## config.mk

```make
export PLATFORM = sky130hd
export DESIGN_NAME = block_detector_stream
export DESIGN_NICKNAME = d
export VERILOG_FILES = /design/src/rtl/block_detector_stream.sv
export SDC_FILE = /design/constraint.sdc
export NUM_CORES = 1
export LEC_CHECK = 0
export ABC_AREA = 1
export BUFFER_PORTS_ARGS = -buffer_cell sky130_fd_sc_hd__buf_4
export CAP_MARGIN = 20
export CORE_MARGIN = 2
export CORE_UTILIZATION = 60
export CTS_CLUSTER_SIZE = 28
export DETAILED_ROUTE_END_ITERATION = 10
export MAX_ROUTING_LAYER = met4
export PLACE_DENSITY = 0.93
export SETUP_SLACK_MARGIN = 0.3
export SYNTH_ARGS = -nofsm -noshare
export SYNTH_HDL_FRONTEND = slang
export SYNTH_SLANG_ARGS = --single-unit
export TNS_END_PERCENT = 20
```

## constraint.sdc

```tcl
create_clock -name ACLK -period 33 [get_ports ACLK]
set_input_delay 4.95 -clock ACLK [delete_from_list [all_inputs] [get_ports ACLK]]
set_output_delay 4.95 -clock ACLK [all_outputs]
set_load 0.02 [all_outputs]
```

## src/rtl/block_detector_stream.sv

```systemverilog
// Streaming colour-blob detector. Every accepted pixel is tested against
// NUM_TARGETS colour windows. Each target tracker keeps the bounding box and
// hit count for the current frame, and publishes them when the frame ends.
// Boxes from the previous frame can be drawn onto the forwarded video.

// Per-target tracker: window match, frame accumulators, latched box, perimeter test.
module block_detector_target #(
  parameter int PIX_W   = 24,
  parameter int COORD_W = 12,
  parameter int CNT_W   = 20
) (
  input  logic               ACLK,
  input  logic               ARESET,
  input  logic [PIX_W-1:0]   i_pix,
  input  logic [PIX_W-1:0]   i_lo,
  input  logic [PIX_W-1:0]   i_hi,
  input  logic [COORD_W-1:0] i_x,
  input  logic [COORD_W-1:0] i_y,
  input  logic               i_upd,    // in-frame beat accepted this cycle
  input  logic               i_clr,    // drop accumulators (new frame / results taken)
  input  logic               i_latch,  // publish accumulators to the box outputs
  output logic [COORD_W-1:0] o_min_x,
  output logic [COORD_W-1:0] o_max_x,
  output logic [COORD_W-1:0] o_min_y,
  output logic [COORD_W-1:0] o_max_y,
  output logic [CNT_W-1:0]   o_count,
  output logic               o_valid,
  output logic               o_perim
);
  localparam int CW = PIX_W / 3;

  logic               w_hit;
  logic               w_first;
  logic [CNT_W-1:0]   w_cnt_b;
  logic               r_seen;
  logic [COORD_W-1:0] r_minx, r_maxx, r_miny, r_maxy;
  logic [CNT_W-1:0]   r_cnt;

  // Pixel hits when every component lies inside [lo, hi]; lo>hi never matches.
  always_comb begin
    w_hit = 1'b1;
    for (int c = 0; c < 3; c++)
      if (i_pix[c*CW +: CW] < i_lo[c*CW +: CW] || i_pix[c*CW +: CW] > i_hi[c*CW +: CW])
        w_hit = 1'b0;
  end

  // A clear in the same cycle as a hit makes this hit the first of the new frame.
  assign w_first = i_clr || !r_seen;
  assign w_cnt_b = i_clr ? '0 : r_cnt;

  // Running min/max and saturating hit count over the current frame.
  always_ff @(posedge ACLK or posedge ARESET) begin
    if (ARESET) begin
      r_seen <= 1'b0;
      r_cnt  <= '0;
      r_minx <= '0;
      r_maxx <= '0;
      r_miny <= '0;
      r_maxy <= '0;
    end else if (i_upd && w_hit) begin
      r_seen <= 1'b1;
      r_cnt  <= (&w_cnt_b) ? w_cnt_b : w_cnt_b + 1'b1;
      if (w_first) begin
        r_minx <= i_x;
        r_maxx <= i_x;
        r_miny <= i_y;
        r_maxy <= i_y;
      end else begin
        if (i_x < r_minx) r_minx <= i_x;
        if (i_x > r_maxx) r_maxx <= i_x;
        if (i_y < r_miny) r_miny <= i_y;
        if (i_y > r_maxy) r_maxy <= i_y;
      end
    end else if (i_clr) begin
      r_seen <= 1'b0;
      r_cnt  <= '0;
      r_minx <= '0;
      r_maxx <= '0;
      r_miny <= '0;
      r_maxy <= '0;
    end
  end

  // Published results; unseen targets carry zeros because cleared accumulators are zero.
  always_ff @(posedge ACLK or posedge ARESET) begin
    if (ARESET) begin
      o_min_x <= '0;
      o_max_x <= '0;
      o_min_y <= '0;
      o_max_y <= '0;
      o_count <= '0;
      o_valid <= 1'b0;
    end else if (i_latch) begin
      o_min_x <= r_minx;
      o_max_x <= r_maxx;
      o_min_y <= r_miny;
      o_max_y <= r_maxy;
      o_count <= r_cnt;
      o_valid <= r_seen;
    end
  end

  assign o_perim = o_valid &&
    (((i_x == o_min_x || i_x == o_max_x) && i_y >= o_min_y && i_y <= o_max_y) ||
     ((i_y == o_min_y || i_y == o_max_y) && i_x >= o_min_x && i_x <= o_max_x));
endmodule

module block_detector_stream #(
  parameter int PIX_W       = 24,
  parameter int NUM_TARGETS = 2,
  parameter int COORD_W     = 12,
  parameter int CNT_W       = 20
) (
  input  logic                           ACLK,
  input  logic                           ARESET,
  input  logic [PIX_W-1:0]               s_axis_tdata,
  input  logic                           s_axis_tvalid,
  output logic                           s_axis_tready,
  input  logic                           s_axis_tuser,
  input  logic                           s_axis_tlast,
  output logic [PIX_W-1:0]               m_axis_tdata,
  output logic                           m_axis_tvalid,
  input  logic                           m_axis_tready,
  output logic                           m_axis_tuser,
  output logic                           m_axis_tlast,
  input  logic [COORD_W-1:0]             cfg_height,
  input  logic [NUM_TARGETS*PIX_W-1:0]   cfg_lo,
  input  logic [NUM_TARGETS*PIX_W-1:0]   cfg_hi,
  input  logic                           cfg_overlay_en,
  input  logic [PIX_W-1:0]               cfg_overlay_color,
  output logic [NUM_TARGETS*COORD_W-1:0] box_min_x,
  output logic [NUM_TARGETS*COORD_W-1:0] box_max_x,
  output logic [NUM_TARGETS*COORD_W-1:0] box_min_y,
  output logic [NUM_TARGETS*COORD_W-1:0] box_max_y,
  output logic [NUM_TARGETS*CNT_W-1:0]   box_count,
  output logic [NUM_TARGETS-1:0]         box_valid,
  output logic                           frame_done
);
  typedef enum logic {S_IDLE, S_ACTIVE} state_t;

  state_t                 r_state, w_next;
  logic                   w_acc, w_upd, w_eof, w_clr;
  logic [COORD_W-1:0]     r_x, r_y, w_cur_x, w_cur_y;
  logic                   r_pend, r_done;
  logic [NUM_TARGETS-1:0] w_perim;

  assign s_axis_tready = !m_axis_tvalid || m_axis_tready;
  assign w_acc   = s_axis_tvalid && s_axis_tready;
  assign w_cur_x = s_axis_tuser ? '0 : r_x;
  assign w_cur_y = s_axis_tuser ? '0 : r_y;

  // Position of the next pixel; x and y saturate at all-ones.
  always_ff @(posedge ACLK or posedge ARESET) begin
    if (ARESET) begin
      r_x <= '0;
      r_y <= '0;
    end else if (w_acc) begin
      if (s_axis_tlast) begin
        r_x <= '0;
        r_y <= (&w_cur_y) ? w_cur_y : w_cur_y + 1'b1;
      end else begin
        r_x <= (&w_cur_x) ? w_cur_x : w_cur_x + 1'b1;
        r_y <= w_cur_y;
      end
    end
  end

  // Frame state register.
  always_ff @(posedge ACLK or posedge ARESET) begin
    if (ARESET) r_state <= S_IDLE;
    else        r_state <= w_next;
  end

  // Next state: SOF opens a frame, the last beat of the last line closes it.
  always_comb begin
    w_next = r_state;
    if (w_acc && (r_state == S_ACTIVE || s_axis_tuser))
      w_next = (s_axis_tlast && w_cur_y == cfg_height - 1'b1) ? S_IDLE : S_ACTIVE;
  end

  // Frame control: which beats accumulate, frame end, and accumulator clearing.
  always_comb begin
    w_upd = w_acc && (r_state == S_ACTIVE || s_axis_tuser);
    w_eof = w_upd && s_axis_tlast && (w_cur_y == cfg_height - 1'b1);
    w_clr = r_pend || (w_acc && s_axis_tuser);
  end

  // Results publish one cycle after the frame-ending beat.
  always_ff @(posedge ACLK or posedge ARESET) begin
    if (ARESET) begin
      r_pend <= 1'b0;
      r_done <= 1'b0;
    end else begin
      r_pend <= w_eof;
      r_done <= r_pend;
    end
  end
  assign frame_done = r_done;

  for (genvar t = 0; t < NUM_TARGETS; t++) begin : g_tgt
    block_detector_target #(.PIX_W(PIX_W), .COORD_W(COORD_W), .CNT_W(CNT_W)) u_tgt (
      .ACLK    (ACLK),
      .ARESET  (ARESET),
      .i_pix   (s_axis_tdata),
      .i_lo    (cfg_lo[t*PIX_W +: PIX_W]),
      .i_hi    (cfg_hi[t*PIX_W +: PIX_W]),
      .i_x     (w_cur_x),
      .i_y     (w_cur_y),
      .i_upd   (w_upd),
      .i_clr   (w_clr),
      .i_latch (r_pend),
      .o_min_x (box_min_x[t*COORD_W +: COORD_W]),
      .o_max_x (box_max_x[t*COORD_W +: COORD_W]),
      .o_min_y (box_min_y[t*COORD_W +: COORD_W]),
      .o_max_y (box_max_y[t*COORD_W +: COORD_W]),
      .o_count (box_count[t*CNT_W +: CNT_W]),
      .o_valid (box_valid[t]),
      .o_perim (w_perim[t])
    );
  end

  // Single output register stage; overlay decided on the input beat.
  always_ff @(posedge ACLK or posedge ARESET) begin
    if (ARESET) begin
      m_axis_tvalid <= 1'b0;
      m_axis_tdata  <= '0;
      m_axis_tuser  <= 1'b0;
      m_axis_tlast  <= 1'b0;
    end else if (s_axis_tready) begin
      m_axis_tvalid <= s_axis_tvalid;
      if (s_axis_tvalid) begin
        m_axis_tdata <= (cfg_overlay_en && |w_perim) ? cfg_overlay_color : s_axis_tdata;
        m_axis_tuser <= s_axis_tuser;
        m_axis_tlast <= s_axis_tlast;
      end
    end
  end
endmodule

```

# After elaboration in Yosys (flattened, before gate mapping)
# Index checks and enable logic that the tools add are counted.
# W data, S select, Z words.
[totals] ff_bits=330 output_inout_bits=167 in_bits=163 wordCells=186
[op_classes] n_lt_le_gt_ge=28 n_reduce_logical=55 mux=48 eq_ne=17 addsub=5
[ops] operator="$mux W12" count=31
[ops] operator="$mux W20" count=6
[ops] operator="$eq A12 B12 Y1" count=9
[ops] operator="$ge A12 B12 Y1" count=4
[ops] operator="$gt A12 B12 Y1" count=4
[ops] operator="$gt A8 B8 Y1" count=6
[ops] operator="$le A12 B12 Y1" count=4
[ops] operator="$lt A12 B12 Y1" count=4
[ops] operator="$lt A8 B8 Y1" count=6
[ops] operator="$add A20 B1 Y20 const B" count=2
[ops] operator="$reduce_and A20 Y1" count=2
[ops] operator="$add A12 B1 Y12 const B" count=2
[ops] operator="$mux W24" count=1
[ops] operator="$ne A3 B2 Y1 const B" count=8
[ops] operator="$reduce_and A12 Y1" count=2
[ops] operator="$logic_and A1 B1 Y1" count=19
[ops] operator="$reduce_and A2 Y1" count=9
[ops] operator="$logic_or A1 B1 Y1" count=17
[ops] operator="$sub A12 B1 Y12 const B" count=1
[ops] operator="$mux W1" count=10
[ops] operator="$reduce_bool A2 Y1" count=2
[ops] operator="$logic_not A1 Y1" count=3
[ops] operator="$reduce_or A2 Y1" count=1

# Logic depth before layout (Yosys ltp)
[logic_depth] ltp_word=10 depth_mapped=22 ltp_nobuf=20

# Hierarchy
# Synthesis repeated with hierarchy kept, for this count alone.
[hier_totals] hier_cells=3028 hier_area_um2=22658.0
[by_module_without_submodules] module="block_detector_target" cells_per_inst=1257 seq_area_each_um2=3453.3 instances=2 area_per_inst_um2=9549.2
[by_module_without_submodules] module="block_detector_stream" cells_per_inst=514 seq_area_each_um2=1351.3 instances=1 area_per_inst_um2=3559.7

# Least setup slack after synthesis
# OpenSTA, ideal clock, no wires.
[synth_timing] path_kind="input to output" start="in m_axis_tready" end="out s_axis_tready" arrival_ns=5.148 n_path_buf=0 required_time_ns=28.050 path_slack_ns=22.902 cell_stages=2 path_cell_list="inv_2 -> nand2_1"
[synth_via] elab_chain_cells=1
[synth_lines] item="start, declared" line="123" rtl="input logic m_axis_tready,"
[synth_lines] item="$logic_or A1 B1 Y1" line="147" rtl="assign s_axis_tready = !m_axis_tvalid || m_axis_tready;"
[synth_lines] item="end, declared" line="118" rtl="output logic s_axis_tready,"
# Every way passes these cells.

# Worst setup path after layout
# Same ends and word-level chain as after synthesis.

==> run metrics <==
Worst Setup End Kind output port; Power Dens Cells roughly 37 nW/um^2; final hold slack roughly 0.47 ns; per-cell routed wire length approximately 17 um; simple logic cell fraction of the synthesized area a little over a quarter; Synth area leader dfrtp_1; Num CTS Buffers 38; dpl cells around 3.7k; initial antenna violation count 1; initial core utilization between 60% and 70%; Setup TNS 0 ns; Die ar. between 30000 and 40000 um^2; max-slew violation count 0; yosys warns 0; clock slew at reported path FFs about 0.060 ns; Cell variety after synth 50; Avg Inst Size Synth around 7.4 um^2; Global Route Usage Sum between 30% and 40%; final setup vio count 0; die height slightly below 200 um; Post-CTS Setup Inserts 0; xor and xnor fraction of the mapped netlist area under 10%; vias per cell 5.603; Final min period around 10 ns; Post-route DRC 0; hpwl dp around 46 mm; H-tree levels 2; CTS root buf clkbuf_16; #FFs+latches synth 330; top-count cell post-synth nand2_1; Slew Limit Headroom around a fifth; cells after synthesis roughly 3k; Iteration-0 DRC Markers between 1.5k and 2k; critical path data arrival time approximately 5.4 ns; Adder-Cell Fraction of Synth Area approximately 15%; hold crit path type reg2reg; share of the synthesized area in the top cell type a little under two fifths; largest family of logic cells by synthesized area simple AND/OR/NAND/NOR gates; TritonRoute pass-1 iters 6; Synth area leaders dfrtp_1, ha_1, nand2_1; max-cap violation count 0; RD Place Congestion roughly 0.97; most used cell, CP buf_4; Critical Path RT roughly 28 ns; core area ~37000 um^2; Reg area between 8000 and 9000 um^2; crit-path max cell delay about 0.16 ns; fin cells roughly 3.8k; outcome complete, no violations; cts hold-fix bufs 0; Clock Path Buffers 3; fin crit share 31.28%; dominant synthesized flop cell dfrtp_1; synth cell count leaders nand2_1, inv_1, dfrtp_1; # port buffers 329; mapped cell area 22470 um^2; largest net degree at the start of global routing ~120; FFs w/ async S/R, synth between 90% and 100%; skew final 0.02468 ns; fmax approximately 97 MHz; Rows 70; first-pass GRT wire length roughly 100 mm; Critical Path, Cell by Cell buf_4 > inv_2 > nand2_1 > buf_4; VDD IR max between 0.03 and 0.04 mV; final wirelength around 63 mm; antenna viol nets, final 0; Vias ~21k; Seq/Total Area, Yosys between 30% and 40%; post-synthesis mux area share 0%; layout cells sized above 1 14.25%; TritonCTS clock tree done; nets 3749; measured slew at the worst slew-check pin 1.187 ns; Synth Area in Compound Gates approximately a tenth; Largest regs g_tgt.u_tgt.o_count (40), g_tgt.u_tgt.r_cnt (40); IO Count 330; final hold viol count 0; Clock Sinks 330; Worst-Skew Late Latency around 0.54 ns; Leakage 14.25 nW; CP Launch Type primary input; total gr overflow 0; RSZ-0062 raised after global routing no; syn_nets approximately 3.5k; kind of critical path in2out; number of cells upsized or downsized after cts 0; vias in the first global route approximately 21k; crit path max fanout 2; slowest CP cell buf_4; Post-synth EDFFs 0; Die Wd about 200 um; synthesis-to-finish area growth 17.87%; multi-input logic area approximately 12000 um^2; Fill cells approximately 2.7k
worst max-delay path: cells and delay by family:
| family | cells | cell delay [ns] |
|---|---|---|
| AND/OR/NAND/NOR | 1 | 0.07 |
| buffers and inverters | 3 | 0.34 |
layout by cell type (no fill, tap or decap), types with 8 or more instances in the layout:
cell / count
nor2_1: 247
clkbuf_8: 8
inv_1: 472
o21ai_0: 205
nor2_2: 17
clkbuf_16: 39
xnor2_1: 21
nor3_2: 8
nand3_1: 164
nand2_1: 834
ha_1: 267
dfrtp_1: 329
inv_2: 13
xor2_1: 42
clkbuf_1: 10
o21a_1: 10
nand3b_1: 10
o21ai_1: 27
nand4_1: 40
nor3_1: 24
a21oi_1: 122
buf_4: 350
kinds of logic after synthesis:
| group | count (synthesis) |
|---|---|
| adders and majority gates | 267 |
| xor gates and xnor gates | 63 |
| and+or+nand+nor | 1380 |
| DFF | 330 |
| buffers and inverters | 581 |
| AOI/OAI and AO/OA | 401 |
area by class of cell:
class	instances	area share [%]
multi-input cells	2111	44.81
clock buffers	57	4.242
repair buffers	351	9.964
flip-flops and latches	330	31.19
inverters	487	6.935
clock inverters	12	0.6331
well taps	468	2.211
diodes	1	0.009449
power by group:
| group | switching, mW | internal (mW) |
|---|---|---|
| logic | 0.0780 | 0.0476 |
| registers | 0.00443 | 0.411 |
| clock network | 0.172 | 0.267 |
| total | 0.254 | 0.725 |
layer usage:
metal | track usage, % | part of all wire, %
met2 | 53.74 | 47
met1 | 41.38 | 40
met5 | - | 0
met3 | 5.737 | 8.7
met4 | 13.73 | 4.1
path summary, 6_finish.rpt:
check                           slack, ns                startpoint                        end  cells after the start
min in group asynchronous            4.60                    ARESET  g_tgt[1].u_tgt.o_min_x[7]                      2
worst max register to register      28.65                    r_pend    g_tgt[1].u_tgt.r_cnt[0]                     11
worst min register to register       0.47  g_tgt[1].u_tgt.r_minx[0]   g_tgt[1].u_tgt.r_minx[0]                      2
worst min-delay path                 0.47  g_tgt[1].u_tgt.r_minx[0]   g_tgt[1].u_tgt.r_minx[0]                      2
worst max-delay path                22.68             m_axis_tready              s_axis_tready                      4
max in group asynchronous           26.87                    ARESET   g_tgt[0].u_tgt.r_miny[7]                      3
per-stage QoR:
step / power (mW) / utilization (%) / area (um^2) / setup WS [ns]
detailed placement: 0.5455 / 68.48 / 25190 / 22.68
global route: 1.016 / 72.00 / 26480 / 22.67
global placement: 0.5413 / 68.45 / 25180 / 22.68
finish: 0.9796 / 72.00 / 26480 / 22.68
floorplan: 0.4977 / - / 22470 / 18.91
CTS: 0.9816 / 71.99 / 26480 / 22.68
Power figures use the tool's default switching activity.
